--- src/rtl/esm_pkg.sv ---
// -----------------------------------------------------------------------------
// esm_pkg
// Shared types and constants for the ESM receiver status reporting path.
//
// Contents:
//   esm_channelizer_warnings_t     per-channel warning pulses (demux_gap)
//   esm_channelizer_errors_t       per-channel error pulses
//   esm_report_magic_num           first word of every report packet
//   esm_report_message_type_status message type byte for heartbeat reports
//   esm_pack_status()              folds both channels' pulses into the
//                                  12-bit status word layout
// -----------------------------------------------------------------------------
package esm_pkg;

  typedef struct packed {
    logic demux_gap;
  } esm_channelizer_warnings_t;

  typedef struct packed {
    logic demux_overflow;
    logic filter_overflow;
    logic mux_overflow;
    logic mux_underflow;
    logic mux_collision;
  } esm_channelizer_errors_t;

  localparam logic [31:0] esm_report_magic_num           = 32'hE5A5_0B0D;
  localparam logic [7:0]  esm_report_message_type_status = 8'h01;

  // Every report is a fixed-length packet.
  localparam int ESM_REPORT_WORDS = 64;

  // Number of meaningful bits in the status word.
  localparam int ESM_STATUS_BITS = 12;

  // Status word layout, LSB first:
  //   [0]    chan0 demux_gap
  //   [1]    chan1 demux_gap
  //   [6:2]  chan0 demux_overflow, filter_overflow, mux_overflow,
  //          mux_underflow, mux_collision
  //   [11:7] chan1, same order as chan0
  function automatic logic [ESM_STATUS_BITS-1:0] esm_pack_status(
    input esm_channelizer_warnings_t [1:0] warnings,
    input esm_channelizer_errors_t   [1:0] errors
  );
    return {errors[1].mux_collision,
            errors[1].mux_underflow,
            errors[1].mux_overflow,
            errors[1].filter_overflow,
            errors[1].demux_overflow,
            errors[0].mux_collision,
            errors[0].mux_underflow,
            errors[0].mux_overflow,
            errors[0].filter_overflow,
            errors[0].demux_overflow,
            warnings[1].demux_gap,
            warnings[0].demux_gap};
  endfunction

endpackage

--- src/rtl/esm_status_reporter.sv ---
// -----------------------------------------------------------------------------
// esm_status_reporter
// Periodic heartbeat status reporter for the ESM receiver. Every
// HEARTBEAT_INTERVAL cycles it snapshots the enable inputs and the channelizer
// warning/error pulses accumulated since the previous report, and emits the
// snapshot as a fixed 64-word AXI-Stream packet.
//
// Parameters:
//   AXI_DATA_WIDTH      stream word width (only 32 is supported)
//   MODULE_ID           module_id byte placed in header word 2
//   HEARTBEAT_INTERVAL  cycles between report triggers (>= 128)
//
// Ports:
//   Clk                   clock
//   Rst                   synchronous reset, active high
//   Enable_status         report generation enable; also enables bit 0
//   Enable_channelizer    per-channel channelizer enable (level)
//   Enable_pdw_encoder    per-channel PDW encoder enable (level)
//   Channelizer_warnings  single-cycle warning pulses, per channel
//   Channelizer_errors    single-cycle error pulses, per channel
//   Axis_ready            downstream ready
//   Axis_valid            word valid
//   Axis_data             word data
//   Axis_last             last word of packet (word 63)
//
// Packet layout:
//   w0 magic, w1 sequence number, w2 {MODULE_ID, type, 16'h0}, w3 enables,
//   w4 status, w5 timestamp[63:32], w6 timestamp[31:0], w7..w63 zero.
// -----------------------------------------------------------------------------
module esm_status_reporter
  import esm_pkg::*;
#(
  parameter int          AXI_DATA_WIDTH     = 32,
  parameter logic [7:0]  MODULE_ID          = 8'd0,
  parameter int          HEARTBEAT_INTERVAL = 1000
) (
  input  logic                                Clk,
  input  logic                                Rst,
  input  logic                                Enable_status,
  input  logic [1:0]                          Enable_channelizer,
  input  logic [1:0]                          Enable_pdw_encoder,
  input  esm_channelizer_warnings_t [1:0]     Channelizer_warnings,
  input  esm_channelizer_errors_t   [1:0]     Channelizer_errors,
  input  logic                                Axis_ready,
  output logic                                Axis_valid,
  output logic [AXI_DATA_WIDTH-1:0]           Axis_data,
  output logic                                Axis_last
);

  // ---------------------------------------------------------------------------
  // Local types and constants
  // ---------------------------------------------------------------------------
  typedef struct packed {
    logic [7:0]  module_id;
    logic [7:0]  msg_type;
    logic [15:0] reserved;
  } report_header_t;

  localparam int             TIMER_W   = $clog2(HEARTBEAT_INTERVAL);
  localparam logic [TIMER_W-1:0] LAST_TICK = TIMER_W'(HEARTBEAT_INTERVAL - 1);
  localparam logic [5:0]     LAST_WORD = 6'(ESM_REPORT_WORDS - 1);

  localparam logic STATE_IDLE = 1'b0;
  localparam logic STATE_SEND = 1'b1;

  localparam report_header_t HEADER = '{
    module_id: MODULE_ID,
    msg_type:  esm_report_message_type_status,
    reserved:  16'h0
  };

  // ---------------------------------------------------------------------------
  // State
  // ---------------------------------------------------------------------------
  logic                       state;
  logic                       pending;
  logic [5:0]                 word_idx;
  logic [TIMER_W-1:0]         hb_timer;
  logic [63:0]                timestamp;
  logic [31:0]                seq_cnt;
  logic [ESM_STATUS_BITS-1:0] sticky_flags;

  // Snapshot registers feeding the word mux; frozen for the whole packet.
  logic [31:0]                snap_seq;
  logic [4:0]                 snap_enables;
  logic [ESM_STATUS_BITS-1:0] snap_status;
  logic [63:0]                snap_timestamp;

  // ---------------------------------------------------------------------------
  // Control decode
  // ---------------------------------------------------------------------------
  logic                       trigger;
  logic                       xfer;
  logic                       last_xfer;
  logic                       do_snapshot;
  logic [ESM_STATUS_BITS-1:0] status_in;

  // Trigger is high during the wrap cycle of the timer, so the snapshot lands
  // on the HEARTBEAT_INTERVAL-th edge after reset release.
  assign trigger   = Enable_status && (hb_timer == LAST_TICK);

  // Valid is a pure function of state, never of Axis_ready.
  assign Axis_valid = (state == STATE_SEND);
  assign xfer       = Axis_valid && Axis_ready;
  assign last_xfer  = xfer && (word_idx == LAST_WORD);

  // Snapshot either on a fresh trigger while idle, or on packet completion
  // when a trigger is waiting (pending now, or arriving this very cycle).
  assign do_snapshot = ((state == STATE_IDLE) && trigger) ||
                       (last_xfer && (pending || trigger));

  assign status_in = esm_pack_status(Channelizer_warnings, Channelizer_errors);

  // ---------------------------------------------------------------------------
  // Sequential logic
  // ---------------------------------------------------------------------------
  // NOTE: state registers use non-blocking assignment so every always_ff reads
  // the pre-edge values of its peers regardless of evaluation order.
  always_ff @(posedge Clk) begin
    if (Rst) begin
      state          <= STATE_IDLE;
      pending        <= 1'b0;
      word_idx       <= '0;
      hb_timer       <= '0;
      timestamp      <= '0;
      seq_cnt        <= '0;
      sticky_flags   <= '0;
      snap_seq       <= '0;
      snap_enables   <= '0;
      snap_status    <= '0;
      snap_timestamp <= '0;
    end else begin
      timestamp <= timestamp + 64'd1;

      if (!Enable_status || (hb_timer == LAST_TICK)) begin
        hb_timer <= '0;
      end else begin
        hb_timer <= hb_timer + TIMER_W'(1);
      end

      // Pulses in the snapshot cycle go into this report and are not kept
      // for the next one.
      if (do_snapshot) begin
        snap_seq       <= seq_cnt;
        snap_enables   <= {Enable_pdw_encoder, Enable_channelizer, Enable_status};
        snap_status    <= sticky_flags | status_in;
        snap_timestamp <= timestamp;
        seq_cnt        <= seq_cnt + 32'd1;
        sticky_flags   <= '0;
      end else begin
        sticky_flags   <= sticky_flags | status_in;
      end

      // Six-bit index wraps 63 -> 0 on the final transfer.
      if (xfer) begin
        word_idx <= word_idx + 6'd1;
      end

      case (state)
        STATE_IDLE: begin
          if (trigger) begin
            state <= STATE_SEND;
          end
        end
        STATE_SEND: begin
          if (last_xfer) begin
            // A pending trigger is consumed by the back-to-back snapshot; if a
            // new trigger coincides with that, it becomes the next pending one.
            pending <= pending && trigger;
            if (!(pending || trigger)) begin
              state <= STATE_IDLE;
            end
          end else if (trigger) begin
            pending <= 1'b1;
          end
        end
        default: state <= STATE_IDLE;
      endcase
    end
  end

  // ---------------------------------------------------------------------------
  // Word mux
  // ---------------------------------------------------------------------------
  logic [AXI_DATA_WIDTH-1:0] word_mux;

  // NOTE: word_mux gets a default before the case so no path leaves it
  // unassigned, which would otherwise infer a latch.
  always_comb begin
    word_mux = '0;
    case (word_idx)
      6'd0: word_mux = esm_report_magic_num;
      6'd1: word_mux = snap_seq;
      6'd2: word_mux = HEADER;
      6'd3: word_mux = {27'b0, snap_enables};
      6'd4: word_mux = {{(32 - ESM_STATUS_BITS){1'b0}}, snap_status};
      6'd5: word_mux = snap_timestamp[63:32];
      6'd6: word_mux = snap_timestamp[31:0];
      default: word_mux = '0;
    endcase
  end

  // Data and last are zero while idle so the bus rests at its reset values.
  assign Axis_data = Axis_valid ? word_mux : '0;
  assign Axis_last = Axis_valid && (word_idx == LAST_WORD);

endmodule

--- config.mk ---
export PLATFORM = sky130hd
export DESIGN_NAME = esm_status_reporter
export DESIGN_NICKNAME = d
export VERILOG_FILES = /design/src/rtl/esm_pkg.sv /design/src/rtl/esm_status_reporter.sv
export SDC_FILE = /design/constraint.sdc
export NUM_CORES = 1
export LEC_CHECK = 0
export ABC_CLOCK_PERIOD_IN_PS = 3840
export CORE_ASPECT_RATIO = 1.5
export CORE_MARGIN = 2
export CORE_UTILIZATION = 40
export CTS_CLUSTER_DIAMETER = 100
export DETAILED_ROUTE_END_ITERATION = 8
export GPL_TIMING_DRIVEN = 0
export PLACE_DENSITY_LB_ADDON = 0.12
export RECOVER_POWER = 25
export SLEW_MARGIN = 0
export SYNTH_ARGS = -nofsm -noshare
export SYNTH_HDL_FRONTEND = slang
export SYNTH_SLANG_ARGS = --single-unit
--- constraint.sdc ---
create_clock -name Clk -period 3.84 [get_ports Clk]
set_clock_uncertainty 0.2 [all_clocks]
set_input_delay 0.576 -clock Clk [delete_from_list [all_inputs] [get_ports Clk]]
set_output_delay 0.576 -clock Clk [all_outputs]
set_load 0.01 [all_outputs]
; ---- After elaboration in Yosys (flattened, before gate mapping)
; Index checks and enable logic that the tools add are counted.
[word_totals]
ff_bits = 239
input_bits = 20
out_inout_bits = 34
word_cells = 49
[op_classes]
add_sub_neg = 4
eq_ne = 8
n_mux = 8
bitwise_logic = 2
n_reduce_logical = 16
[ops]
columns = cell, n
row1 = 32-bit one-hot mux with 7 select lines, 1
row2 = "64-bit by 1-bit adder with 64-bit output, second input constant", 1
row3 = "32-bit by 1-bit adder with 32-bit output, second input constant", 1
row4 = 32-bit two-way mux, 1
row5 = "6-bit by 3-bit == test with 1-bit output, second input constant", 3
row6 = "6-bit by 2-bit == test with 1-bit output, second input constant", 2
row7 = 12-bit bitwise OR, 1
row8 = "10-bit by 1-bit adder with 10-bit output, second input constant", 1
row9 = "10-bit == test, second input constant", 1
row10 = 1-bit logical AND, 7
row11 = "6-bit by 1-bit adder with 6-bit output, second input constant", 1
row12 = "6-bit by 1-bit == test with 1-bit output, second input constant", 1
row13 = "6-bit == test, second input constant", 1
row14 = 6-bit logical NOT, 1
row15 = 1-bit two-way mux, 5
row16 = 2-bit OR reduction, 2
row17 = 1-bit logical OR, 3
row18 = 1-bit one-hot mux with 2 select lines, 1
row19 = 2-bit AND reduction, 1
row20 = 2-bit nonzero test, 1
row21 = 1-bit logical NOT, 1
row22 = 1-bit NOT, 1

; ---- Logic depth before layout (Yosys ltp)
; Gate-level depths: netlist (run 1).
[depth]
word_depth = 6
depth_mapped = 9
depth_no_buf = 6

; ---- Worst setup path before layout (run 1)
; No wires, ideal clock.
[synth_path]
kind = reg2reg
start = reg hb_timer[0]
end = reg snap_seq[10]
setup_ns = 0.070
arrival_ns = 2.323
required_time_ns = 3.570
path_slack_ns = 1.246
path_stages_with_launch = 10
path_buffers = 3
period_less_slack_ns = 2.594
path_cell_list = dfxtp_1 > ha_1 > nand4b_1 > nor4b_2 > o21a_1 > clkbuf_1 > buf_2 > buf_1 > nand2_1 > a21oi_1
[synth_between]
elab_chain_cells = 5
elab_cells_between_ends = 6
cone_classes = eq/ne: 1 / reduce/logical: 5
[synth_lines]
columns = element, line_no
row1 = start: declaration, esm_status_reporter.sv:78  ; logic [TIMER_W-1:0] hb_timer;
row2 = start signal: assignment, esm_status_reporter.sv:138  ; hb_timer <= hb_timer + TIMER_W'(1);
row3 = 10-bit == test *, esm_status_reporter.sv:100  ; assign trigger = Enable_status && (hb_timer == LAST_TICK);
row4 = 1-bit logical AND *, esm_status_reporter.sv:100
row5 = 1-bit logical OR, esm_status_reporter.sv:110  ; (last_xfer && (pending || trigger));
row6 = 1-bit logical AND, esm_status_reporter.sv:110
row7 = 1-bit logical OR *, esm_status_reporter.sv:109  ; assign do_snapshot = ((state == STATE_IDLE) && trigger) ||
row8 = end signal: assignment, esm_status_reporter.sv:144  ; snap_seq <= seq_cnt;
row9 = end: declaration, esm_status_reporter.sv:84  ; logic [31:0] snap_seq;
; Mark *: on every way between the ends. The rest lies on a longest branch, timed or not.
; A chain may end at the register's enable or synchronous reset.

; ---- Worst setup path in the final report (run 1)
[layout_path]
start = reg word_idx[3]
end = out Axis_data[4]
[layout_between]
elab_chain_cells = 3
elab_cells_between_ends = 9
cone_classes = eq/ne: 6 / mux: 2 / reduce/logical: 1
[layout_lines]
columns = element, line_no
row1 = start: declaration, esm_status_reporter.sv:77  ; logic [5:0] word_idx;
row2 = start signal: assignment, esm_status_reporter.sv:156  ; word_idx <= word_idx + 6'd1;
row3 = 6-bit by 3-bit == test with 1-bit output (tied with other cells), esm_status_reporter.sv:191  ; case (word_idx)
row4 = 32-bit one-hot mux with 7 select lines *, esm_status_reporter.sv:191
row5 = 32-bit two-way mux *, esm_status_reporter.sv:204  ; assign Axis_data = Axis_valid ? word_mux : '0;
row6 = end: declaration, esm_status_reporter.sv:46  ; output logic [AXI_DATA_WIDTH-1:0] Axis_data,
; Marked as above.

==> impl_summary.txt, run 1 <==
----------------------------------------------------
[Floorplanning]
  Starting Density ... 40.8%
  Number of top-level pins ... between 50 and 60
  Vertical extent of the die ... 200 µm
  DIE AREA ... around 27000 µm²
  Number of standard-cell rows in the floorplan ... 71
  Core Area ... 25100 µm²
  Die Width ... between 100 and 150 µm

[Detailed routing]
  Routed wire per std cell ... 19.2 µm
  DR pass1 iterations ... 6
  Via Count ... 9504
  Remaining antenna violation count ... 0
  Wire length after detailed routing ... between 30000 and 40000 µm
  DRC violation total after the first TritonRoute iteration ... 547
  Vias/cell ... between 5 and 6
  Number of design rule violations left after detail routing ... 0

[Yosys]
  Number of warnings issued by yosys ... 0
  Flip-flop cell with the highest count after synthesis ... dfxtp_1
  Total of flip-flops plus latches after synthesis ... around 240
  Synth area leader ... dfxtp_1
  Post-synthesis cell area ... between 10000 and 15000 µm²
  Top cell types by occurrence after synthesis ... 242 x nand2_1, 239 x dfxtp_1, 185 x a21oi_1, 105 x nor2_1, 84 x clkbuf_1
  Synth Instances ... 1280
  Share of the yosys chip area belonging to registers ... 46.7%
  Share of async-settable or async-resettable flops after synthesis ... 0%
  Synth Area per Inst ... 8.01 µm²
  Area fraction of the dominant cell type after synthesis ... 46.7%
  Number of synthesized flops with an enable pin ... 0
  Number of unique standard cell types used by synthesis ... 51
  Dominant cells by area after synthesis ... dfxtp_1 47%, a21oi_1 9.0%, nand2_1 8.9%
  Total nets after synthesis ... 1307
  Top-count cell post-synth ... nand2_1

[Place]
  Port-buffer cells ... 52
  Count of placed standard cells including taps ... about 1700
  Final weighted congestion in routability-driven placement ... 0.931
  Half-perimeter wire length after placement ... 24500 µm

[Clock tree]
  Clock latency of the later-clocked register in the worst-skew pair ... approximately 530 ps
  CTS clk-pin slew, worst paths ... 60 ps
  Clock net sink count ... roughly 240
  H-tree depth ... 1
  CTS tree ... built
  Clock buffer count from CTS ... 25
  Largest buffer count on any clock path ... 3
  Post-CTS setup buffer count ... 0
  Master cell of the clock root buffer ... clkbuf_16

[Finish]
  Post-layout instance count excluding filler cells ... 1704
  Total number of nets in the final design ... 1385
  Final core occ ... 48.3%
  Share of final-layout standard cells stronger than drive strength 1 ... 5.45%
  Count of inserted antenna diode cells ... 0
  Area growth from synthesis to layout ... 18.3%

[Global routing]
  Vias in the first global route ... 9047
  Global route total overflow ... 0
  Antenna violations before repair ... 0
  Global-route wire length before repair ... 50300 µm
  Combined global-route utilization of all metal layers ... 23.8%
  Largest net degree at the start of global routing ... 15

[Setup path]
  Largest fanout on the critical path ... 10
  CP arrival ... 3020 ps
  Worst path slowest cell ... clkdlybuf4s50_1
  Logic depth of the worst setup path including buffers ... 7
  Number of cells on the worst reg-to-reg path ... 8
  Worst Setup End Kind ... output port
  Path type of the worst setup path ... reg -> out
  Cell family with the largest share of critical-path delay ... buffers and inverters
  Minimum setup slack among reg-to-reg paths ... 400 ps
  CP max stage delay ... 600 ps
  Crit path cell chain ... nor3_4 > and3_1 > clkbuf_1 > buf_2 > a22oi_1 > a21oi_1 > clkdlybuf4s50_1
  Number of buffers and inverters on the critical path ... 3
  CP Launch Type ... register
  Required time of the worst setup path ... 3060 ps

[Worst hold path]
  Hold Path Depth ... 2
  Min-delay worst type ... reg -> reg

[STA]
  Number of max-slew violations in the final report ... 11
  Setup violators final ... 0
  Max Freq ... 0.263 GHz
  Unrepaired setup endpoints after global routing ... false
  Final Critical Period ... 3800 ps
  Hold Slack ... 256 ps
  Total negative slack for setup checks ... 0 ps
  Slew @ Worst Pin ... between 1500 and 2000 ps
  Hold violation total from the final report ... 0
  Rel. slew slack ... -18.8%
  Final cycle utilization of the critical path ... 98.8%

[Power and ir drop]
  Net switching fraction of the power ... between 20% and 30%
  Combinational power share ... 1.9%
  Clock Power Share ... 50.4%
  Net Sw Power ... 0.00110 W
  Design internal power ... 0.00413 W
  Pwr dens ... approximately 430 nW/µm²
  Total leakage power ... 3.71 nW
  Overall power of the completed layout ... 0.00523 W
  Worst IR drop on VDD ... 355 µV
  Flop pwr share ... a little under half

[Outcome]
  Status ... finished, violations left
  Violated checks ... max-capacitance violations, max-slew violations

[Flow run]
  Maxcap violations ... 1

----------------------------------------------------
==> routing by layer <==
layer | share of wire [%] | track usage [%] | up-vias
li1 | - | - | 4709
met1 | 40 | 28.1 | 4471
met2 | 51 | 43.4 | 254
met3 | 4.6 | 2.25 | 70
met4 | 4.2 | 9.77 | 0
met5 | 0 | 0 | -
==> metrics by stage <==
| stage | setup WS, ps | cell area (µm²) |
|---|---|---|
| after floorplan | 1250 | 10300 |
| after global placement | 84.5 | 11200 |
| after detailed placement | 113 | 11200 |
| after CTS | 3.01 | 12100 |
| after global routing | 11.0 | 12100 |
| final | 44.3 | 12100 |
==> worst paths after layout <==
| check | start | end |
|---|---|---|
| setup / recovery | word_idx[3]$_SDFFE_PP0P_ | Axis_data[4] |
| setup reg to reg | hb_timer[0]$_SDFF_PP0_ | snap_status[4]$_SDFFE_PP0P_ |
| hold / removal | snap_timestamp[13]$_SDFFE_PP0P_ | snap_timestamp[13]$_SDFFE_PP0P_ |
| hold reg to reg | snap_timestamp[13]$_SDFFE_PP0P_ | snap_timestamp[13]$_SDFFE_PP0P_ |
==> layout make-up <==
cell class,count,area [µm²]
multi-input combinational,930,5080
fill,2509,13000
buffer,90,373
tap,328,410
clock buffer,33,696
timing repair buffer,52,520
inverter,20,75.1
clock inverter,12,191
sequential,239,4780
==> cells by family after synthesis <==
| kind of cell | share of synthesized area (%) |
|---|---|
| flip-flops | 46.7 |
| AND/OR/NAND/NOR | 25.8 |
| multiplexers | 0.0976 |
| adder cells (fa/ha/maj) | 0.854 |
| AO/OA/AOI/OAI | 18.4 |
| buffers and inverters | 4.16 |
| XOR/XNOR | 4.01 |
==> repair_timing <==
| item | 4_1_cts | 5_1_grt |
|---|---|---|
| resized for setup | 15 | 16 |
| setup endpoints to repair | 32 | 32 |
| hold buffers | 0 | 0 |
==> state kept, by name, summed over array words and instances, names as in the netlist <==
signal / flops
sticky_flags: 12
Axis_valid: 1
pending: 1
hb_timer: 10
snap_timestamp: 64
snap_status: 12
timestamp: 64
seq_cnt: 32
word_idx: 6
snap_enables: 5
snap_seq: 32
==> power by group through the flow <==
stage               registers, W  clock network, W   logic, W
detailed placement       0.00255                 0   0.000100
floorplan                0.00255                 0  0.0000487
global route             0.00250           0.00277   0.000108
global placement         0.00255                 0   0.000100
CTS                      0.00250           0.00268   0.000101
finish                   0.00250           0.00264  0.0000988
==> cells in the final DEF (no fill, tap or decap), types with 13 or more instances in the layout <==
master / count
nand2_1: 242
dfxtp_1: 239
a21oi_1: 182
nor2_1: 105
clkbuf_1: 74
clkdlybuf4s50_1: 51
nand3_1: 39
o21ai_0: 37
nand4_1: 32
or3_1: 31
xnor2_1: 31
or4_1: 26
clkbuf_16: 25
a22oi_1: 22
o31ai_1: 20
inv_1: 19
and3_1: 17
nor3_1: 16
a222oi_1: 16
xor2_1: 16
a211oi_1: 13
==> worst reg2reg max path, stage by stage (launching register included) <==
cell and delay (ps):
dfxtp_1 370, ha_1 220, nand4b_1 180, nor4b_2 680, o21a_1 180, clkbuf_1 520
buf_2 360, buf_1 410, a211oi_1 160
No activity file was read; power rests on OpenSTA's default activity.
==> inputs of run 2 (changes only) <==
Settings changed: ABC_CLOCK_PERIOD_IN_PS 3840 to 3300, PLACE_DENSITY_LB_ADDON 0.12 to 0.15.
Clock period 3.84 ns to 3.3 ns, I/O delays scaled along.
==> run 2 against run 1 <==
The run ends with design-rule violations left. Utilization up 0.92 points. Cell area up 1.9%. Critical path depth unchanged. Non-clock buffer count up 6. Largest cell class unchanged.
==> impl_summary.txt, run 2 (same netlist as run 1, synthesis figures left out) <==
----------------------------------------------------
[Floorplanning]
  Number of top-level pins ... 54 (unchanged)
  Vertical extent of the die ... 200 µm (unchanged)
  Number of standard-cell rows in the floorplan ... 71 (unchanged)
  Die Width ... 135 µm (unchanged)
  DIE AREA ... 27000 µm² (unchanged)
  Starting Density ... 40.8% (unchanged)
  Core Area ... 25100 µm² (unchanged)

[Detailed routing]
  Remaining antenna violation count ... 0 (unchanged)
  DR pass1 iterations ... 9 (+3)
  Via Count ... 9628 (+1.3%)
  Wire length after detailed routing ... 32900 µm (+0.90%)
  Vias/cell ... 5.63 (+0.89%)
  Number of design rule violations left after detail routing ... 3 (+3)
  Routed wire per std cell ... 19.2 µm (+0.49%)
  DRC violation total after the first TritonRoute iteration ... 721 (+32%)

[STA]
  Slew @ Worst Pin ... 1200 ps (-558 ps)
  Final cycle utilization of the critical path ... 96.6%
  Hold violation total from the final report ... 0 (unchanged)
  Rel. slew slack ... 18.7% (+37 points)
  Setup violators final ... 0 (unchanged)
  Number of max-slew violations in the final report ... 0 (-11)
  Total negative slack for setup checks ... 0 ps (unchanged)
  Max Freq ... 0.314 GHz
  Worst Slack Setup Final ... 111 ps (+66.7 ps)
  Final Critical Period ... 3190 ps
  Hold Slack ... 253 ps (-2.52 ps)
  Unrepaired setup endpoints after global routing ... false

[Setup path]
  Worst Setup End Kind ... output port
  CP arrival ... 2490 ps (-530 ps)
  Path type of the worst setup path ... reg -> out
  Required time of the worst setup path ... 2600 ps (-460 ps)
  Largest fanout on the critical path ... 10 (unchanged)
  CP Launch Type ... register

[Finish]
  Count of inserted antenna diode cells ... 0 (unchanged)
  Final core occ ... 49.2% (+0.92 points)
  Total number of nets in the final design ... 1392 (+0.51%)
  Top library cells by usage in the layout, fill and taps aside ... 242 x nand2_1, 234 x dfxtp_1, 177 x a21oi_1, 104 x nor2_1, 70 x clkbuf_1
  Share of final-layout standard cells stronger than drive strength 1 ... 7.81% (+2.4 points)
  Largest registers ... snap_timestamp x64, timestamp x64
  Area growth from synthesis to layout ... 20.6%
  Fin area ... 12400 µm² (+1.9%)
  Most common cell after layout, fill and taps aside ... nand2_1

[Clock tree]
  CTS clk-pin slew, worst paths ... 60 ps (about the same)
  Largest buffer count on any clock path ... 3 (unchanged)
  Clock latency of the later-clocked register in the worst-skew pair ... 520 ps (about the same)
  Number of hold-repair buffers added at the cts stage ... 0 (unchanged)
  Master cell of the clock root buffer ... clkbuf_16
  Clock net sink count ... 239 (unchanged)
  CTS tree ... built
  H-tree depth ... 1 (unchanged)
  Clock buffer count from CTS ... 25 (unchanged)

[Power and ir drop]
  Worst IR drop on VDD ... 394 µV (+11%)
  Pwr dens ... 486 nW/µm² (+13%)
  Total leakage power ... 4.09 nW (+10%)

[Place]
  Placed inst area ... 11200 µm² (unchanged)
  Final weighted congestion in routability-driven placement ... 0.944 (+1.4%)
  Half-perimeter wire length after placement ... 24500 µm (-0.10%)
  Worst Setup Slack post-DPL ... -387 ps (-500 ps)
  Port-buffer cells ... 52 (unchanged)

[Global routing]
  Antenna violations before repair ... 0 (unchanged)
  Combined global-route utilization of all metal layers ... 24.2% (+0.37 points)
  Vias in the first global route ... 9192 (+1.6%)
  Global-route wire length before repair ... 51400 µm (+2.1%)
  Global route total overflow ... 0 (unchanged)
  Largest net degree at the start of global routing ... 15 (unchanged)

[Outcome]
  Violated checks ... design-rule violations
  Status ... finished, violations left

[Worst hold path]
  Min-delay worst type ... reg -> reg

[Flow run]
  Maxcap violations ... 0 (-1)

----------------------------------------------------
[run 2: changes by cell type in the layout (fill, tap and decap cells not counted), sizes merged, moves of 2 or more]
cell / delta
buf: +8
bufinv: -2
clkdlybuf4s50: -31
dlygate4sd2: +18
dlymetal6s2s: +12
[run 2: per-stage QoR]
stage	std cells	total power (W)
3_5_place_dp	1660	0.00309
2_1_floorplan	1280	0.00303
6_report	1711	0.00600
5_1_grt	1711	0.00617
3_3_place_gp	1660	0.00309
4_1_cts	1703	0.00603
[run 2: critical path: stages (launching register included)]
cell and delay (ps):
dfxtp_2 370, inv_1 70, ha_1 240, and2_4 200, clkbuf_8 180, a221oi_1 400, a21oi_1 190, dlygate4sd2_1 320
[run 2: cell type report]
type	count	area (µm²)
multi-input cells	931	5190
fillers	2481	12800
repair buffers	62	596
flip-flops and latches	239	4790
clock buffers	35	733
inverters	20	75.1
clock inverters	10	134
well taps	328	410
plain buffers	86	432
[run 2: power by group]
group	total [W]	internal, W	switching (W)
combinational	0.000116	0.0000359	0.0000799
clock	0.00298	0.00179	0.00120
sequential	0.00291	0.00290	0.00000844
[run 2: final timing paths]
kind / startpoint / to / slack, ps / cells after the start
max: word_idx[1]$_SDFFE_PP0P_ / Axis_data[11] / 110 / 7
min: snap_timestamp[21]$_SDFFE_PP0P_ / snap_timestamp[21]$_SDFFE_PP0P_ / 250 / 2
max reg2reg: timestamp[39]$_SDFF_PP0_ / timestamp[55]$_SDFF_PP0_ / 260 / 7
min reg2reg: snap_timestamp[21]$_SDFFE_PP0P_ / snap_timestamp[21]$_SDFFE_PP0P_ / 250 / 2
[run 2: repair_timing]
item	4_1_cts	5_1_grt
gates cloned	0	1
gates resized for setup	82	30
setup endpoints to repair	97	75
buffers inserted	3	7
pin swaps	7	9
[run 2: per-layer routing]
metal	wire (µm)	GRT usage (%)	up-vias
met5	0	0	-
met4	1420	9.89	0
met3	1400	2.73	70
met2	16800	43.8	270
met1	13300	28.6	4556
li1	-	-	4732
